`src/rtl/plab4_net_demux_buf_pkg.sv`:
```
// plab4_net_demux_buf_pkg: shared constants and helpers for the per-domain demux
// Holds the drop counter width/saturation value and the domain range check.
package plab4_net_demux_buf_pkg;
  localparam int DROP_CNT_W = 8;
  localparam logic [DROP_CNT_W-1:0] DROP_CNT_MAX = '1;
  function automatic logic dom_in_range(input int dom, input int n);
    return dom < n;
  endfunction
endpackage

```
`src/rtl/plab4_net_demux_buf_if.sv`:
```
// plab4_net_demux_buf_if: upstream val/rdy stream plus flattened per-domain downstream ports
// master: router side driving domain/out_*/in_rdy; slave: the demux driving out_rdy/in_*/drop_cnt.
interface plab4_net_demux_buf_if
  import plab4_net_demux_buf_pkg::*;
#(
  parameter int p_msg_cnbits  = 32,
  parameter int p_msg_dnbits  = 32,
  parameter int p_num_domains = 2,
  parameter int p_dom_bits    = $clog2(p_num_domains)
);
  logic [p_dom_bits-1:0]                 domain;
  logic                                  out_val;
  logic                                  out_rdy;
  logic [p_msg_cnbits-1:0]               out_msg_control;
  logic [p_msg_dnbits-1:0]               out_msg_data;
  logic [p_num_domains-1:0]              in_val;
  logic [p_num_domains-1:0]              in_rdy;
  logic [p_num_domains*p_msg_cnbits-1:0] in_msg_control;
  logic [p_num_domains*p_msg_dnbits-1:0] in_msg_data;
  logic [DROP_CNT_W-1:0]                 drop_cnt;
  modport master (
    output domain, out_val, out_msg_control, out_msg_data, in_rdy,
    input  out_rdy, in_val, in_msg_control, in_msg_data, drop_cnt
  );
  modport slave (
    input  domain, out_val, out_msg_control, out_msg_data, in_rdy,
    output out_rdy, in_val, in_msg_control, in_msg_data, drop_cnt
  );
endinterface

```
`src/rtl/plab4_net_demux_buf_queue.sv`:
```
// plab4_net_demux_buf_queue: single-domain val/rdy FIFO, zero-filled output when empty
// Ports: clk, reset (async active-low), enq_val/enq_rdy/enq_msg in, deq_val/deq_rdy/deq_msg out.
module plab4_net_demux_buf_queue #(
  parameter int p_width = 64,
  parameter int p_depth = 2
) (
  input  logic               clk,
  input  logic               reset,
  input  logic               enq_val,
  output logic               enq_rdy,
  input  logic [p_width-1:0] enq_msg,
  output logic               deq_val,
  input  logic               deq_rdy,
  output logic [p_width-1:0] deq_msg
);
  localparam int AW = $clog2(p_depth);
  logic [AW-1:0]      r_wptr, r_rptr;
  logic [AW:0]        r_cnt;
  logic [p_width-1:0] r_mem [p_depth];
  logic               w_enq, w_deq;
  assign enq_rdy = r_cnt != (AW+1)'(p_depth);
  assign deq_val = r_cnt != '0;
  assign w_enq   = enq_val && enq_rdy;
  assign w_deq   = deq_val && deq_rdy;
  assign deq_msg = deq_val ? r_mem[r_rptr] : '0;
  always_ff @(posedge clk or negedge reset)
    if (!reset) begin
      r_wptr <= '0;
      r_rptr <= '0;
      r_cnt  <= '0;
    end else begin
      if (w_enq) r_wptr <= r_wptr + AW'(1);
      if (w_deq) r_rptr <= r_rptr + AW'(1);
      r_cnt <= r_cnt + (AW+1)'(w_enq) - (AW+1)'(w_deq);
    end
  // Storage needs no reset: empty entries are never shown thanks to the zero-fill.
  always_ff @(posedge clk)
    if (w_enq) r_mem[r_wptr] <= enq_msg;
endmodule

```
`src/rtl/plab4_net_demux_buf.sv`:
```
// plab4_net_demux_buf: steers one val/rdy stream into per-domain FIFOs, sinking out-of-range tags
// Ports: clk, reset (async active-low), bus (slave side of plab4_net_demux_buf_if).
module plab4_net_demux_buf
  import plab4_net_demux_buf_pkg::*;
#(
  parameter int p_msg_cnbits  = 32,
  parameter int p_msg_dnbits  = 32,
  parameter int p_num_domains = 2,
  parameter int p_buf_depth   = 2,
  parameter int p_dom_bits    = $clog2(p_num_domains)
) (
  input logic                  clk,
  input logic                  reset,
  plab4_net_demux_buf_if.slave bus
);
  localparam int W  = p_msg_cnbits + p_msg_dnbits;
  localparam int NP = 2 ** p_dom_bits;
  logic                     w_in_range, w_fire;
  logic [p_num_domains-1:0] w_enq_rdy, w_deq_val;
  logic [NP-1:0]            w_rdy_pad;
  logic [W-1:0]             w_deq_msg [p_num_domains];
  logic [DROP_CNT_W-1:0]    r_drop_cnt;
  assign w_in_range = dom_in_range(int'(bus.domain), p_num_domains);
  // Pad readiness to the full tag range so an out-of-range tag never indexes past the array.
  assign w_rdy_pad  = NP'(w_enq_rdy);
  assign bus.out_rdy = reset && (!w_in_range || w_rdy_pad[bus.domain]);
  assign w_fire     = bus.out_val && bus.out_rdy;
  for (genvar i = 0; i < p_num_domains; i++) begin : g_dom
    plab4_net_demux_buf_queue #(.p_width(W), .p_depth(p_buf_depth)) u_q (
      .clk     (clk),
      .reset   (reset),
      .enq_val (w_fire && bus.domain == p_dom_bits'(i)),
      .enq_rdy (w_enq_rdy[i]),
      .enq_msg ({bus.out_msg_control, bus.out_msg_data}),
      .deq_val (w_deq_val[i]),
      .deq_rdy (bus.in_rdy[i]),
      .deq_msg (w_deq_msg[i])
    );
  end
  assign bus.in_val   = w_deq_val;
  assign bus.drop_cnt = r_drop_cnt;
  always_comb begin
    bus.in_msg_control = '0;
    bus.in_msg_data    = '0;
    for (int k = 0; k < p_num_domains; k++) begin
      bus.in_msg_control[k*p_msg_cnbits +: p_msg_cnbits] = w_deq_msg[k][W-1 -: p_msg_cnbits];
      bus.in_msg_data[k*p_msg_dnbits +: p_msg_dnbits]    = w_deq_msg[k][p_msg_dnbits-1:0];
    end
  end
  always_ff @(posedge clk or negedge reset)
    if (!reset) r_drop_cnt <= '0;
    else if (w_fire && !w_in_range && r_drop_cnt != DROP_CNT_MAX) r_drop_cnt <= r_drop_cnt + DROP_CNT_W'(1);
endmodule
```
`src/flat_wrapper.sv`:
```
// flat-port wrapper written by rule: the top's interface ports become plain ports
module plab4_net_demux_buf_flat import plab4_net_demux_buf_pkg::*;
#(
  parameter int p_msg_cnbits  = 32,
  parameter int p_msg_dnbits  = 32,
  parameter int p_num_domains = 2,
  parameter int p_buf_depth   = 2,
  parameter int p_dom_bits    = $clog2(p_num_domains)
)
  (clk, reset, bus_domain, bus_out_val, bus_out_msg_control, bus_out_msg_data, bus_in_rdy, bus_out_rdy, bus_in_val, bus_in_msg_control, bus_in_msg_data, bus_drop_cnt);
  plab4_net_demux_buf_if #(.p_msg_cnbits(p_msg_cnbits), .p_msg_dnbits(p_msg_dnbits), .p_num_domains(p_num_domains), .p_dom_bits(p_dom_bits)) bus_i ();
  input logic clk;
  input logic reset;
  input wire logic [$bits(bus_i.domain)-1:0] bus_domain;
  input wire logic [$bits(bus_i.out_val)-1:0] bus_out_val;
  input wire logic [$bits(bus_i.out_msg_control)-1:0] bus_out_msg_control;
  input wire logic [$bits(bus_i.out_msg_data)-1:0] bus_out_msg_data;
  input wire logic [$bits(bus_i.in_rdy)-1:0] bus_in_rdy;
  output wire logic [$bits(bus_i.out_rdy)-1:0] bus_out_rdy;
  output wire logic [$bits(bus_i.in_val)-1:0] bus_in_val;
  output wire logic [$bits(bus_i.in_msg_control)-1:0] bus_in_msg_control;
  output wire logic [$bits(bus_i.in_msg_data)-1:0] bus_in_msg_data;
  output wire logic [$bits(bus_i.drop_cnt)-1:0] bus_drop_cnt;
  assign bus_i.domain = bus_domain;
  assign bus_i.out_val = bus_out_val;
  assign bus_i.out_msg_control = bus_out_msg_control;
  assign bus_i.out_msg_data = bus_out_msg_data;
  assign bus_i.in_rdy = bus_in_rdy;
  assign bus_out_rdy = bus_i.out_rdy;
  assign bus_in_val = bus_i.in_val;
  assign bus_in_msg_control = bus_i.in_msg_control;
  assign bus_in_msg_data = bus_i.in_msg_data;
  assign bus_drop_cnt = bus_i.drop_cnt;
  plab4_net_demux_buf #(.p_msg_cnbits(p_msg_cnbits), .p_msg_dnbits(p_msg_dnbits), .p_num_domains(p_num_domains), .p_buf_depth(p_buf_depth), .p_dom_bits(p_dom_bits)) u_core (.clk(clk), .reset(reset), .bus(bus_i));
endmodule
```
`config.mk`:
```
export PLATFORM = sky130hd
export DESIGN_NAME = plab4_net_demux_buf_flat
export DESIGN_NICKNAME = d
export VERILOG_FILES = /design/src/rtl/plab4_net_demux_buf_pkg.sv /design/src/rtl/plab4_net_demux_buf_if.sv /design/src/rtl/plab4_net_demux_buf_queue.sv /design/src/rtl/plab4_net_demux_buf.sv /design/src/flat_wrapper.sv
export SDC_FILE = /design/constraint.sdc
export NUM_CORES = 1
export LEC_CHECK = 0
export CORE_MARGIN = 10
export CORE_UTILIZATION = 46
export DETAILED_ROUTE_END_ITERATION = 8
export PLACE_DENSITY = 0.83
export SLEW_MARGIN = 20
export SYNTH_ARGS = -nofsm -noshare
export SYNTH_HDL_FRONTEND = slang
export SYNTH_SLANG_ARGS = --single-unit
```
`constraint.sdc`:
```
create_clock -name clk -period 3.85 [get_ports clk]
set_clock_uncertainty 0.2 [all_clocks]
set_input_delay 0.77 -clock clk [delete_from_list [all_inputs] [get_ports clk]]
set_output_delay 0.77 -clock clk [all_outputs]
set_load 0.01 [all_outputs]
```
==> out/results.ini <==
[clock_network]
cts.repair_timing.setup_buffer_count=0
numCtsBuffers=26
cts_hold_repair.buffers=0
clk-insertion-delay-late_ns=0.52
clock_tree_from_tritoncts=built
cts.reportedPaths.clkPinSlew_ns=0.06
cts_sinks=264
post_cts_resized=0
cts_buffer_depth=3
clockRootBuffer=sky130_fd_sc_hd__clkbuf_16
h-tree-depth=1

[floorplan]
floorplan.core_area_um2=22000
rows=54
die-width_um=170
die-height_um=170
initial_core_util=0.469
boundaryPins=209
die_area_um2=28800

[power]
vdd_ir_drop_max_uv=538
leakage_uw=0.00483
sequentialPowerShare=0.383
power_frac_clock=0.242
net-switching-power_uw=2930
switching_share_of_total_power=0.308
internal_power_uw=6580
proportion_of_power_drawn_by_combinational_gates=0.375
power.density_nw_per_um2=717

[hold_path]
min-delay-path-class=input pin to asynchronous set/reset pin

[synthesis]
yosys_warnings=0
postSynth.asyncResetShare=0.0303
ys_dominant_reg_cell=sky130_fd_sc_hd__edfxtp_1
synthTopCellsByCount=256 x sky130_fd_sc_hd__edfxtp_1, 134 x sky130_fd_sc_hd__nor2_1, 128 x sky130_fd_sc_hd__mux2i_1
netlist_instances=592
ys_types=18
synth.yosys.seq_area_share=0.765
syn_area_um2=10300
post-synth-top-area-cell=sky130_fd_sc_hd__edfxtp_1
synth.most_common_cell=sky130_fd_sc_hd__edfxtp_1
synthesis.area_per_instance_um2=17.4
synth_edf_count=256
synth_top_cells_by_area=sky130_fd_sc_hd__edfxtp_1 75%, sky130_fd_sc_hd__mux2i_1 12%, sky130_fd_sc_hd__nor2_1 4.9%, sky130_fd_sc_hd__buf_12 1.9%, sky130_fd_sc_hd__dfrtp_1 1.9%
synth_top_cell_area_share=0.746
yosys_register_bits=264

[setup_path]
worstSetupEndpointType=primary output
path_max_fanout=26
cp.arrival_ns=2.49
crit_type=flop to primary output
worstSetupStartpointType=flop
worstPathRequired_ns=2.88

[routing]
detailedRoute.firstIterationViolations=293
routed_wire_length_per_instance_um=20.1
post-route-drc-count=0
remaining_antenna_violation_count=0
post_drt_via_cell_ratio=4.99
vias=5503
detail_route.first_pass.iterations=4
totalWireLength_um=22200

[run]
max_cap_violations=0

[timing]
timing.final.setup_violations=0
clock.fmax_ghz=0.289
fin_crit_sh=0.899
slew_limit_fails=0
finalHoldViolCount=0
worst_slew_margin_rel=0.652
final.min_clock_period_ns=3.46
setup_repair_after_global_routing_missed_its_margin=false
finalSetupTns_ns=0
slew_of_the_pin_with_the_lowest_slew_margin_ns=0.522

[final_layout]
area_growth_pct=28.6
post_layout_nonfiller_instances=1103
antenna_cells_inserted=0
share_of_final_layout_standard_cells_stronger_than_drive_strength_1=0.0717
final_area_um2=13300
final.fill_count=1620
multiInputGateArea_um2=2040
layout.area.seq_um2=7900
final_nets=880

[global_route]
grt.total_usage=0.151
pin_count_of_the_biggest_net_entering_global_routing=38
antenna_found_initial=0
grt_pass1_vias=5980
globalRouteOverflowTotal=0
grt_first_pass_wirelength_um=34200

[placed_design]
number_of_cells_in_the_design_after_placement=1058
post_dp_hpwl_um=14300
dpl-instance-area_um2=12500
numPortBuffers=200
gp_congestion=0.737

[run_status]
status=complete, no violations

## power by group through the flow
| stage | combinational [uW] | clock [uW] | sequential, uW |
|---|---|---|---|
| CTS | 3650 | 2360 | 3650 |
| floorplan | 2110 | 0 | 3530 |
| global placement | 3600 | 0 | 3690 |
| finish | 3560 | 2300 | 3640 |
| detailed placement | 3620 | 0 | 3710 |
| global route | 3840 | 2480 | 3670 |
## worst max-delay path, cell delays in order, from the launching register on
cell and delay [ns]:
sky130_fd_sc_hd__dfrtp_4 0.75, sky130_fd_sc_hd__buf_4 0.38, sky130_fd_sc_hd__mux2i_1 0.24, sky130_fd_sc_hd__nor2_1 0.06, sky130_fd_sc_hd__clkdlybuf4s50_1 0.50
## worst paths after layout
path                            cells after the start  slack (ns)                          from                      endpoint
worst min register to register                      1        0.36    u_core.g_dom[0].u_q.r_wptr    u_core.g_dom[0].u_q.r_wptr
worst max register to register                      8        1.44  u_core.g_dom[0].u_q.r_cnt[0]  u_core.g_dom[0].u_q.r_cnt[1]
max in group asynchronous                           2        2.93                         reset    u_core.g_dom[0].u_q.r_rptr
worst min-delay path                                2        0.36                         reset  u_core.g_dom[1].u_q.r_cnt[1]
worst max-delay path                                4        0.39    u_core.g_dom[1].u_q.r_rptr           bus_in_msg_data[63]
min in group clk                                    1        0.36    u_core.g_dom[0].u_q.r_wptr    u_core.g_dom[0].u_q.r_wptr
## layer usage
layer	up-vias	global-route usage	wire length [um]
met1	2677	0.169	8430
li1	2601	-	-
met3	31	0.0526	1970
met4	0	0.0332	353
met2	194	0.271	11400
met5	-	0	0
## cell type report
| type | instances | share of cell area |
|---|---|---|
| sequential | 264 | 0.596 |
| timing repair buffer | 217 | 0.163 |
| multi-input combinational | 288 | 0.154 |
| clock buffer | 32 | 0.0524 |
| tap | 280 | 0.0264 |
| clock inverter | 13 | 0.00585 |
| inverter | 9 | 0.00255 |
## per-stage QoR
stage	total power, uW	hold WS, ns	util	setup slack, ns
2_1_floorplan	5650	0.268	-	-0.550
6_report	9500	0.358	0.604	0.388
3_3_place_gp	7290	0.335	0.569	0.625
3_5_place_dp	7330	0.356	0.569	0.632
4_1_cts	9650	0.345	0.604	0.357
5_1_grt	9990	0.354	0.604	0.284
## layout by cell type, fill, tap and decap left out, drive strengths merged, types with 2 or more instances in the layout
cell,instances
conb,8
and2,2
xnor2,6
nor2,134
ha,4
o2111ai,2
clkbuf,32
dfrtp,8
edfxtp,256
xor2,2
mux2i,128
clkdlybuf4s50,200
inv,9
buf,17
clkinv,12
## kinds of logic (layout without fill, tap and decap cells)
| kind of cell | after synthesis | count (layout) | share of synthesized area |
|---|---|---|---|
| AO/OA/AOI/OAI | 3 | 3 | 0.00389 |
| buffers and inverters | 47 | 271 | 0.0437 |
| multiplexers | 128 | 128 | 0.124 |
| AND/OR/NAND/NOR | 137 | 137 | 0.0506 |
| other | 1 | 8 | 0.000364 |
| adder cells (fa/ha/maj) | 4 | 4 | 0.00486 |
| flip-flops | 264 | 264 | 0.765 |
| XOR/XNOR | 8 | 8 | 0.00680 |
## state kept, by name (all words and copies together) (netlist names)
register                 count
u_core.g_dom.u_q.r_mem     256
u_core.g_dom.u_q.r_cnt       4
u_core.g_dom.u_q.r_rptr      2
u_core.g_dom.u_q.r_wptr      2
No activity file was read; power rests on OpenSTA's default activity.
